### config.mk
export PLATFORM = sky130hd
export DESIGN_NAME = riscv_fetch_unit
export DESIGN_NICKNAME = d
export VERILOG_FILES = /design/src/rtl/riscv_pkg.sv /design/src/rtl/riscv_fetch_fifo.sv /design/src/rtl/riscv_fetch_unit.sv
export SDC_FILE = /design/constraint.sdc
export NUM_CORES = 1
export LEC_CHECK = 0
export CAP_MARGIN = 10
export CORE_MARGIN = 2
export CORE_UTILIZATION = 49
export CTS_CLUSTER_DIAMETER = 200
export DETAILED_ROUTE_END_ITERATION = 10
export PLACE_DENSITY = 0.76
export SYNTH_ARGS = -nofsm -noshare
export SYNTH_HDL_FRONTEND = slang
export SYNTH_SLANG_ARGS = --single-unit
### constraint.sdc
create_clock -name clock -period 3.15 [get_ports clock]
set_input_delay 0.4725 -clock clock [delete_from_list [all_inputs] [get_ports clock]]
set_output_delay 0.4725 -clock clock [all_outputs]
set_load 0.02 [all_outputs]
### src/rtl/riscv_pkg.sv
// Shared RISC-V constants and PC helper used by the fetch path.
package riscv_pkg;

    localparam int XLEN       = 32;
    localparam int INSN_BYTES = 4;
    localparam logic [XLEN-1:0] RESET_PC_DEFAULT = 32'h0000_0000;

    // Sequential instruction address; wraps modulo 2^XLEN.
    function automatic logic [XLEN-1:0] next_pc(input logic [XLEN-1:0] pc);
        return pc + XLEN'(INSN_BYTES);
    endfunction

endpackage

### src/rtl/riscv_fetch_fifo.sv
// Instruction word buffer: data only, push/pop/flush, no full/empty tracking
// (the fetch unit owns occupancy and never overfills it).
module riscv_fetch_fifo
    import riscv_pkg::*;
#(
    parameter int DEPTH = 4
) (
    input  logic            clock,
    input  logic            reset,
    input  logic            flush,
    input  logic            push,
    input  logic            pop,
    input  logic [XLEN-1:0] push_data,
    output logic [XLEN-1:0] head_data
);

    localparam int AW = $clog2(DEPTH);

    logic [XLEN-1:0] storage [DEPTH];
    logic [AW-1:0]   rd_ptr;
    logic [AW-1:0]   wr_ptr;

    // DEPTH is a power of two, so pointers wrap by natural overflow.
    always_ff @(posedge clock or posedge reset) begin
        if (reset) begin
            rd_ptr <= '0;
            wr_ptr <= '0;
        end else if (flush) begin
            rd_ptr <= '0;
            wr_ptr <= '0;
        end else begin
            if (push) wr_ptr <= wr_ptr + AW'(1);
            if (pop)  rd_ptr <= rd_ptr + AW'(1);
        end
    end

    always_ff @(posedge clock) begin
        if (push && !flush) storage[wr_ptr] <= push_data;
    end

    assign head_data = storage[rd_ptr];

endmodule

### src/rtl/riscv_fetch_unit.sv
// Instruction prefetcher: credit-limited in-order memory requests, a small
// instruction buffer, and redirect handling that drops stale in-flight reads.
module riscv_fetch_unit
    import riscv_pkg::*;
#(
    parameter int              DEPTH    = 4,
    parameter logic [XLEN-1:0] RESET_PC = RESET_PC_DEFAULT
) (
    input  logic            clock,
    input  logic            reset,
    output logic            fetch_valid,
    output logic [XLEN-1:0] fetch_pc,
    output logic [XLEN-1:0] fetch_data,
    input  logic            fetch_ready,
    input  logic            redirect,
    input  logic [XLEN-1:0] redirect_pc,
    output logic            mem_req_valid,
    output logic [XLEN-1:0] mem_req_addr,
    input  logic            mem_req_ready,
    input  logic            mem_resp_valid,
    input  logic [XLEN-1:0] mem_resp_data,
    output logic            err_unexpected
);

    localparam int CW = $clog2(DEPTH + 1);

    logic [CW-1:0]   occ_count;
    logic [CW-1:0]   out_count;
    logic [CW-1:0]   drop_count;
    logic [CW-1:0]   out_next;
    logic [CW:0]     credit_sum;
    logic [XLEN-1:0] pf_pc;
    logic [XLEN-1:0] head_pc;
    logic [XLEN-1:0] stale_addr;
    logic [XLEN-1:0] head_data;
    logic            stale;
    logic            err_q;
    logic            req_accept;
    logic            resp_live;
    logic            do_push;
    logic            do_pop;

    // Buffered plus in-flight words may never exceed DEPTH; a stale request
    // must keep being offered until the memory takes it.
    assign credit_sum    = {1'b0, occ_count} + {1'b0, out_count};
    assign mem_req_valid = !reset && (stale || (credit_sum < (CW+1)'(DEPTH)));
    assign mem_req_addr  = stale ? stale_addr : pf_pc;
    assign req_accept    = mem_req_valid && mem_req_ready;

    assign resp_live = mem_resp_valid && (out_count != '0);
    assign do_push   = resp_live && (drop_count == '0) && !redirect;
    assign do_pop    = fetch_valid && fetch_ready && !redirect;
    assign out_next  = out_count + CW'(req_accept) - CW'(resp_live);

    assign fetch_valid    = (occ_count != '0);
    assign fetch_pc       = head_pc;
    assign fetch_data     = fetch_valid ? head_data : '0;
    assign err_unexpected = err_q;

    // Redirect wins over push/pop; everything still in flight afterwards is
    // dropped, including a held request that is accepted later.
    always_ff @(posedge clock or posedge reset) begin
        if (reset) begin
            occ_count  <= '0;
            out_count  <= '0;
            drop_count <= '0;
            pf_pc      <= RESET_PC;
            head_pc    <= RESET_PC;
            stale_addr <= RESET_PC;
            stale      <= 1'b0;
            err_q      <= 1'b0;
        end else begin
            out_count <= out_next;
            if (mem_resp_valid && (out_count == '0)) err_q <= 1'b1;

            if (redirect) begin
                occ_count  <= '0;
                head_pc    <= redirect_pc;
                pf_pc      <= redirect_pc;
                drop_count <= out_next;
            end else begin
                occ_count  <= occ_count + CW'(do_push) - CW'(do_pop);
                drop_count <= drop_count - CW'(resp_live && (drop_count != '0))
                                         + CW'(req_accept && stale);
                if (do_pop) head_pc <= next_pc(head_pc);
                if (req_accept && !stale) pf_pc <= next_pc(pf_pc);
            end

            if (redirect && mem_req_valid && !mem_req_ready) begin
                stale      <= 1'b1;
                stale_addr <= mem_req_addr;
            end else if (req_accept) begin
                stale <= 1'b0;
            end
        end
    end

    riscv_fetch_fifo #(.DEPTH(DEPTH)) u_fifo (
        .clock     (clock),
        .reset     (reset),
        .flush     (redirect),
        .push      (do_push),
        .pop       (do_pop),
        .push_data (mem_resp_data),
        .head_data (head_data)
    );

endmodule
After elaboration in Yosys (flattened, before gate mapping)
Memories as Yosys holds them, arrays and structs flattened. Cells that the tools add are included.

Output and inout bits: 99. Word-level logic and storage cells: 67. Register bits after elaboration: 111. Bits in writable memories: 128. Input bits: 70. Memories: 1.

Reduce and logical (&&, ||, !) cells: 28. Add/sub/neg operators: 11. Order comparisons: 1. Multiplexer cells: 16.

Memory list: u_fifo.storage (words 4, width 32, rd ports 1, clocked after Yosys merged registers in 0, write ports 1, line riscv_fetch_fifo.sv:19) `logic [XLEN-1:0] storage [DEPTH];`.

Operators with widths (count): $mux 32 (6); $add 32x3->32 const B (2); $logic_and 1x1->1 (14); $add 3x1->3 (3); $reduce_bool 3->1 (3); $sub 3x1->3 (3); $mux 2 (4); $reduce_bool 2->1 (4); $logic_not 3->1 (2); $mux 3 (2); $add 2x1->2 const B (2); $add 3x3->4 (1); $logic_not 1->1 (4); $lt 4x3->1 const B (1); $mux 1 (4); $logic_or 1x1->1 (1).

Logic depth before layout (Yosys ltp)
Gate-level depths: netlist of the first run.

Depth in word-level cells: 8. Depth in mapped cells: 12. Gate-level depth less buffers: 12.

Modules after synthesis
A second synthesis of the first run with hierarchy kept.

Cells, all modules: 836. Area, all modules: 11285.8 um2.

Modules (own cells, without submodules): riscv_fetch_unit (area an instance 6357.3 um2, times used 1, cells each 643, sequential area each 2677.6 um2); riscv_fetch_fifo (area an instance 4928.5 um2, times used 1, cells each 193, sequential area each 3943.8 um2).

Least setup slack after synthesis of the first run
Ideal clock, no wire load.

Kind: input to register. Start: in reset. End: reg stale. Data arrival time: 3111 ps. Stages: 3. Required time: 3066 ps. Buffers on the path: 0. Setup time: 84 ps. Slack: -46 ps. Cells stage by stage: inv_1 -> a31oi_1 -> nor2_1.

Word-level cells in the longest chain between the ends: 5. Elaborated cells on any way between the ends: 7. Those cells by class: mux: 1; reduce/logical: 6.

RTL lines: from (decl) (line riscv_fetch_unit.sv:10) `input logic reset,`; $logic_not 1->1 (no line) (*); $logic_and 1x1->1 (*) (line riscv_fetch_unit.sv:46) `assign mem_req_valid = !reset && (stale || (credit_sum < (CW+1)'(DEPTH)));`; $logic_and 1x1->1 (2 in series) (line riscv_fetch_unit.sv:89) `if (redirect && mem_req_valid && !mem_req_ready) begin`; $mux 1 or $reduce_bool 2->1 (tied branches); to (signal assigned) (line riscv_fetch_unit.sv:70) `stale <= 1'b0;`; to (signal assigned) (line riscv_fetch_unit.sv:90) `stale <= 1'b1;`; to (signal assigned) (line riscv_fetch_unit.sv:93) `stale <= 1'b0;`; to (decl) (line riscv_fetch_unit.sv:36) `logic stale;`.

Mark *: on every way between the ends. The rest lies on a longest branch, timed or not. A chain may end at the register's enable or synchronous reset.

Final worst setup path of the first run
Start: reg u_fifo.rd_ptr[0]. End: out fetch_data[3].

Word-level cells in the longest chain between the ends: 2.

RTL lines: from (decl) (line riscv_fetch_fifo.sv:20) `logic [AW-1:0] rd_ptr;`; from (signal assigned) (line riscv_fetch_fifo.sv:33) `if (pop) rd_ptr <= rd_ptr + AW'(1);`; $mem_v2 4x32; $mux 32 (line riscv_fetch_unit.sv:57) `assign fetch_data = fetch_valid ? head_data : '0;`; to (decl) (line riscv_fetch_unit.sv:13) `output logic [XLEN-1:0] fetch_data,`.

Every way passes these cells.

==> impl_metrics.csv, run 1 <==
group,metric,value,unit
logic_synthesis,synthCells,773,
timing,slew_headroom,0.488,
job,cap_violations,0,
global_routing,grt_max_degree,69,
timing,slew_viol_final,0,
timing,rsz0062_at_grt,"no",
power,internal_power,7.40,mW
global_routing,antenna_found_initial,1,
critical_path,reg2reg_slack,540,ps
critical_path,path_cells,"buf_12, mux4_2, and2_1, clkdlybuf4s50_1",
logic_synthesis,synth-xor-area-share,0.0448,
drt,wl,24700,um
logic_synthesis,synth_cell_types,49,
clock_tree,clk_latency,520,ps
min_path,holdPathEnd,"err_unexpected",
timing,period_share,0.954,
finish,fin_area,13900,sq um
drt,drcViolationCount,0,
clock_tree,numCtsBuffers,25,
finish,final_layout_size_suffix_gt1_frac,0.190,
timing,final.setup.tns,0,ps
clock_tree,hold_buffers,0,
drt,vias_per_cell,5.54,
power,netSwitchingPower,3.23,mW
timing,skew,13.1,ps
critical_path,max_stage_delay,560,ps
logic_synthesis,async_flop_share,0.464,
critical_path,endpoint_kind,"output pin",
logic_synthesis,yosys.area_share.simple,0.118,
logic_synthesis,synthFlopType,"edfxtp_1",
floorplan,core,21900,sq um
clock_tree,post-cts-setup-buffer-count,0,
drt,wire_per_inst,19.8,um
logic_synthesis,synthAdderAreaFrac,0.0203,
power,peakVddDrop,0.474,mV
timing,worst_slew_pin_slew,762,ps
placed_design,dpl_worst_slack,302,ps
clock_tree,clock_path_buffers,3,
logic_synthesis,ys_ff_latch,239,
logic_synthesis,synth_mux_area_frac,0.149,
power,seqPwrFrac,0.379,
clock_tree,cts.clk_slew.worst_paths,60,ps
critical_path,cp_data_arrival_time,2530,ps
min_path,hold_depth,1,
clock_tree,htree_num_levels,1,
critical_path,worst_path_max_delay_cell,"clkdlybuf4s50_1",
clock_tree,cts_tree,"built",
finish,nNetsFinal,1036,
power,power.density,766,nW/um^2
min_path,worstHoldStart,"err_unexpected",
finish,multi_input_area,4080,sq um
power,clockPowerShare,0.287,
floorplan,num_rows,54,
floorplan,die_y,153,um
placed_design,hpwlAfterDp,16600,um
finish,seq_area,6620,sq um
logic_synthesis,synth_fp_nets,859,
logic_synthesis,synthesis.area,10900,sq um
floorplan,die_area,23600,sq um
floorplan,io-pin-count,169,
logic_synthesis,synth-edff-count,128,
placed_design,port_buffers,168,
timing,final-hold-violation-count,0,
critical_path,rr_worst_depth,12,
power,p_sw_frac,0.304,
logic_synthesis,synth_compound_area_frac,0.0408,
power,power,10.6,mW
global_routing,grt_pass1_wl,39600,um
clock_tree,cts_root_buf,"clkbuf_16",
power,leakagePower,5.07,nW
critical_path,crit_fanout,31,
timing,fin_crit,3010,ps
finish,fill_cells,1651,
logic_synthesis,yosysWarnings,0,
timing,finalSetupViolations,0,
critical_path,critical_path_required,2680,ps
critical_path,rr_startpoint,"occ_count[1]",
floorplan,initial_core_util,0.500,
critical_path,rr_endpoint,"drop_count[2]",
drt,firstDrtPassIters,5,
logic_synthesis,yosysSeqAreaShare,0.605,
timing,setup_slack,143,ps
global_routing,grt_pass1_vias,7190,
drt,vias,6930,
logic_synthesis,synth.avg_cell_area,14.2,sq um
global_routing,gr-total-overflow,0,
clock_tree,post_cts_resized,0,
power,power_frac_comb,0.334,
global_routing,grt_usage,0.212,
drt,drt_iter0_markers,356,
status,status,"complete, no violations",
logic_synthesis,synth_top_family_by_area,"multiplexers",
drt,ant_nets,0,
timing,fmax,333,MHz
placed_design,placed_cell_area,13000,sq um
floorplan,die_w,153,um
critical_path,crit_path_start_kind,"flop",
critical_path,crit_type,"reg -> out",
min_path,hold_path_class,"reg -> reg",
finish,area_growth,26.9,%
clock_tree,cts_sinks,239,
placed_design,gp_congestion,0.845,
-- cell families (layout without fill, tap and decap cells) --
kind of cell	count (synthesis)	after routing
flops	239	239
simple gates	221	221
mux	113	113
compound gates	68	68
buf+inv	60	256
xor+xnor	56	56
fa+ha+maj	16	16
other cells	0	1
-- sequential cells by signal, indices dropped and copies added (netlist names) --
register	cells
occ_count	3
u_fifo.storage	128
u_fifo.wr_ptr	2
drop_count	3
stale_addr	32
fetch_pc	32
out_count	3
err_unexpected	1
stale	1
u_fifo.rd_ptr	2
pf_pc	32
-- layout make-up --
| type | instances | share of cell area |
|---|---|---|
| Timing Repair Buffer | 186 | 0.134 |
| Inverter | 24 | 0.00676 |
| Tap cell | 280 | 0.0252 |
| Sequential cell | 239 | 0.477 |
| Antenna cell | 1 | 0.000180 |
| Clock inverter | 9 | 0.00928 |
| Clock buffer | 37 | 0.0539 |
| Multi-Input combinational cell | 474 | 0.293 |
-- how the worst max path moves through the flow --
stage / slack [ps] / from / endpoint / cells past startpoint
after floorplan: 580 / reset / stale / 3
final: 140 / u_fifo.rd_ptr[0] / fetch_data[3] / 4
after global routing: 30 / u_fifo.rd_ptr[0] / fetch_data[3] / 4
after CTS: 90 / u_fifo.rd_ptr[0] / fetch_data[3] / 4
after detailed placement: 300 / mem_resp_valid / occ_count[2] / 12
after global placement: 380 / mem_resp_valid / occ_count[2] / 12
-- worst max-delay path, delay by kind of cell, from the launching register on --
| kind | cells | cell delay, ps |
|---|---|---|
| buffers and inverters | 2 | 830 |
| flip-flops | 1 | 440 |
| multiplexers | 1 | 540 |
| AND/OR/NAND/NOR | 1 | 180 |
-- power by group through the flow --
stage / clock network (mW) / registers [mW] / logic (mW)
after floorplan: 0 / 4.04 / 2.17
after global placement: 0 / 4.06 / 3.51
after detailed placement: 0 / 4.08 / 3.57
after CTS: 3.13 / 4.03 / 3.60
after global routing: 3.25 / 4.09 / 3.82
final: 3.05 / 4.04 / 3.55
-- through the flow --
stage                     utilization  instances  hold slack (ps)
after CTS                       0.634       1249              459
after global routing            0.634       1250              469
after global placement          0.594       1203              439
final                           0.634       1250              456
after detailed placement        0.594       1203              448
after floorplan                     -        773              459
-- Yosys cell counts, types with 10 or more instances --
library cell,n,share of area
inv_1,23,0.0079
nor2_1,30,0.010
ha_1,13,0.015
nor3_1,19,0.0087
mux2_2,76,0.078
and3_1,10,0.0057
a21oi_1,13,0.0059
nand2_1,29,0.0099
nand3_1,23,0.011
xor2_1,22,0.018
xnor2_1,34,0.027
dfrtp_1,111,0.25
mux4_2,32,0.066
clkbuf_1,23,0.0079
nand2b_1,16,0.0091
o21ai_0,13,0.0059
a21boi_0,19,0.013
edfxtp_1,128,0.35
nand4_1,21,0.012
and2_1,39,0.022
-- cells in the final DEF, fill, tap and decap left out, types with 4 or more instances in the layout --
| cell | count |
|---|---|
| a21boi_0 | 19 |
| a21oi_1 | 13 |
| a31oi_1 | 7 |
| and2_1 | 39 |
| and3_1 | 10 |
| and4_1 | 7 |
| buf_12 | 4 |
| buf_4 | 14 |
| clkbuf_16 | 25 |
| clkbuf_8 | 7 |
| clkdlybuf4s50_1 | 168 |
| dfrtp_1 | 110 |
| edfxtp_1 | 128 |
| ha_1 | 13 |
| inv_1 | 22 |
| mux2_2 | 76 |
| mux2i_1 | 4 |
| mux4_2 | 32 |
| nand2_1 | 29 |
| nand2b_1 | 16 |
| nand3_1 | 23 |
| nand4_1 | 21 |
| nor2_1 | 30 |
| nor3_1 | 19 |
| nor4_1 | 7 |
| o21a_1 | 4 |
| o21ai_0 | 13 |
| o31a_1 | 6 |
| or3_1 | 4 |
| xnor2_1 | 34 |
| xor2_1 | 22 |
-- per-layer routing --
metal	share of wire	vias to the layer above	global-route usage
li1	-	3218	-
met1	0.43	3464	0.282
met2	0.49	227	0.364
met3	0.064	21	0.0391
met4	0.015	0	0.0450
met5	0	-	0.0166
No activity file was read; power rests on OpenSTA's default activity.
==> run 2, diff against run 1 <==
- PLACE_DENSITY: 0.76 -> 0.75
- SYNTH_HIERARCHICAL: not set -> 1
==> impl_metrics.csv, run 2 <==
group,metric,value,unit
floorplan,die_w,156,um
floorplan,io-pin-count,169,
min_path,hold_depth,2,
finish,layout_commonest_cell,"clkdlybuf4s50_1",
floorplan,core,22600,sq um
critical_path,reg2reg_slack,370,ps
floorplan,initial_core_util,0.498,
clock_tree,cts_tree,"built",
critical_path,cp_data_arrival_time,2580,ps
critical_path,crit_type,"reg -> out",
timing,final-hold-violation-count,0,
placed_design,gp_congestion,0.917,
clock_tree,clock_path_buffers,3,
logic_synthesis,synth.avg_cell_area,13.5,sq um
logic_synthesis,yosysSeqAreaShare,0.587,
finish,final_cell_mix,"167 x clkdlybuf4s50_1, 128 x edfxtp_1, 110 x dfrtp_1, 66 x mux2_2, 51 x nor2_1",
logic_synthesis,synth_cell_types,59,
critical_path,endpoint_kind,"output pin",
logic_synthesis,yosysWarnings,6,
drt,vias,7776,
logic_synthesis,yosys-top-cells-count,"128 x edfxtp_1, 111 x dfrtp_1, 66 x mux2_2",
min_path,hold_path_class,"in -> reg",
drt,wl,27700,um
clock_tree,cts.clk_slew.worst_paths,70,ps
logic_synthesis,synthFlopType,"edfxtp_1",
drt,wire_per_inst,21.0,um
logic_synthesis,yosys.area.top_type,"edfxtp_1",
logic_synthesis,synthTopCellsByArea,"edfxtp_1 34%, dfrtp_1 25%, mux2_2 6.6%, mux4_2 5.4%, and2_1 2.2%",
timing,finalSetupViolations,0,
drt,firstDrtPassIters,5,
critical_path,crit_path_start_kind,"flop",
timing,rsz0062_at_grt,"no",
logic_synthesis,synthCells,836,
finish,largest-register,"u_fifo/storage",
global_routing,grt_pass1_vias,7811,
timing,period_share,0.969,
floorplan,num_rows,55,
critical_path,crit_fanout,15,
drt,drt_iter0_markers,624,
critical_path,critical_path_required,2680,ps
drt,ant_nets,0,
finish,multi_input_area,4330,sq um
floorplan,die_area,24300,sq um
timing,slew_headroom,0.421,
global_routing,grt_usage,0.229,
clock_tree,hold_buffers,0,
logic_synthesis,synth-edff-count,128,
drt,vias_per_cell,5.89,
finish,seq_area,6630,sq um
logic_synthesis,ys_ff_latch,239,
global_routing,antenna_found_initial,0,
finish,diodes,0,
global_routing,gr-total-overflow,0,
logic_synthesis,synthesis.area,11300,sq um
placed_design,hpwlAfterDp,18400,um
clock_tree,cts_root_buf,"clkbuf_16",
global_routing,grt_max_degree,108,
clock_tree,htree_num_levels,1,
power,power.density,779,nW/um^2
finish,area_growth,27.0,%
timing,final.setup.tns,0,ps
clock_tree,post-cts-setup-buffer-count,0,
clock_tree,numCtsBuffers,26,
critical_path,rr_worst_depth,12,
finish,nNetsFinal,1102,
clock_tree,clk_latency,540,ps
timing,skew,23.6,ps
placed_design,port_buffers,168,
logic_synthesis,async_flop_share,0.464,
floorplan,die_y,156,um
drt,drcViolationCount,0,
job,cap_violations,0,
power,peakVddDrop,0.583,mV
timing,fmax,328,MHz
logic_synthesis,synthMostInstantiatedCell,"edfxtp_1",
finish,final_layout_size_suffix_gt1_frac,0.166,
finish,fill_cells,1729,
finish,largest_reg_flops,128,
status,status,"complete, no violations",
timing,holdWs,255,ps
clock_tree,cts_sinks,239,
clock_tree,post_cts_resized,0,
power,leakagePower,5.07,nW
finish,finalNonFillerCells,1321,
timing,slew_viol_final,0,
timing,worst_slew_pin_slew,860,ps
logic_synthesis,synth_fp_nets,922,
logic_synthesis,netlist.area_leader.share,0.341,
power,power,11.2,mW
timing,fin_crit,3050,ps
global_routing,grt_pass1_wl,43300,um
placed_design,placed_cells,1273,
## run 2: cell types whose count changed after synthesis, sizes merged, moves of 13 or more
cell / delta
nor2: +21
a21boi: -19
xor2: -18
nor2b: +17
a211oi: +15
nor4: +15
nand2b: -14
a311oi: +13
xnor2: -13
## run 2: per-stage QoR
step	setup WS (ps)	area, sq um	utilization
3_3_place_gp	331	13400	0.591
6_report	98.7	14300	0.633
2_1_floorplan	545	11300	-
4_1_cts	14.2	14300	0.633
5_1_grt	8.45	14300	0.633
3_5_place_dp	282	13400	0.591
## run 2: critical path, cell delays in order (launching register included)
cell             delay (ps)
dfrtp_4                 550
buf_12                  210
mux4_1                  570
and2_1                  170
clkdlybuf4s50_1         530
## run 2: cell type report
type,instances,area share
sequential,239,0.462
multi-input combinational,529,0.302
timing repair buffer,197,0.138
clock buffer,35,0.0484
tap,285,0.0249
clock inverter,13,0.0176
inverter,23,0.00628
## run 2: layer usage
metal / GRT usage / up-vias / wire (um)
li1: - / 3582 / -
met1: 0.301 / 3896 / 11400
met2: 0.389 / 256 / 13800
met3: 0.0478 / 42 / 1850
met4: 0.0603 / 0 / 636
met5: 0 / - / 0
## run 2: final timing paths
check / endpoint / startpoint
setup reg to reg: drop_count[2] / occ_count[1]
setup / recovery: fetch_data[0] / u_fifo/rd_ptr[0]
hold / removal: u_fifo/rd_ptr[0] / redirect
hold reg to reg: err_unexpected / err_unexpected
max in group asynchronous: stale_addr[5] / reset
min in group asynchronous: u_fifo/rd_ptr[0] / reset
## run 2: logic make-up (layout without fill, tap and decap cells)
kind of cell | after synthesis | in the layout | share of synthesized area
XOR/XNOR | 25 | 25 | 0.0194
AO/OA/AOI/OAI | 103 | 103 | 0.0656
buffers and inverters | 68 | 268 | 0.0300
adder cells (fa/ha/maj) | 16 | 16 | 0.0197
flip-flops | 239 | 239 | 0.587
multiplexers | 102 | 102 | 0.135
AND/OR/NAND/NOR | 283 | 283 | 0.143
## run 2: report_power, final
| part | switching, mW | internal (mW) |
|---|---|---|
| Combinational | 1.90 | 1.86 |
| Sequential | 0.344 | 3.70 |
| Clock | 1.24 | 2.12 |
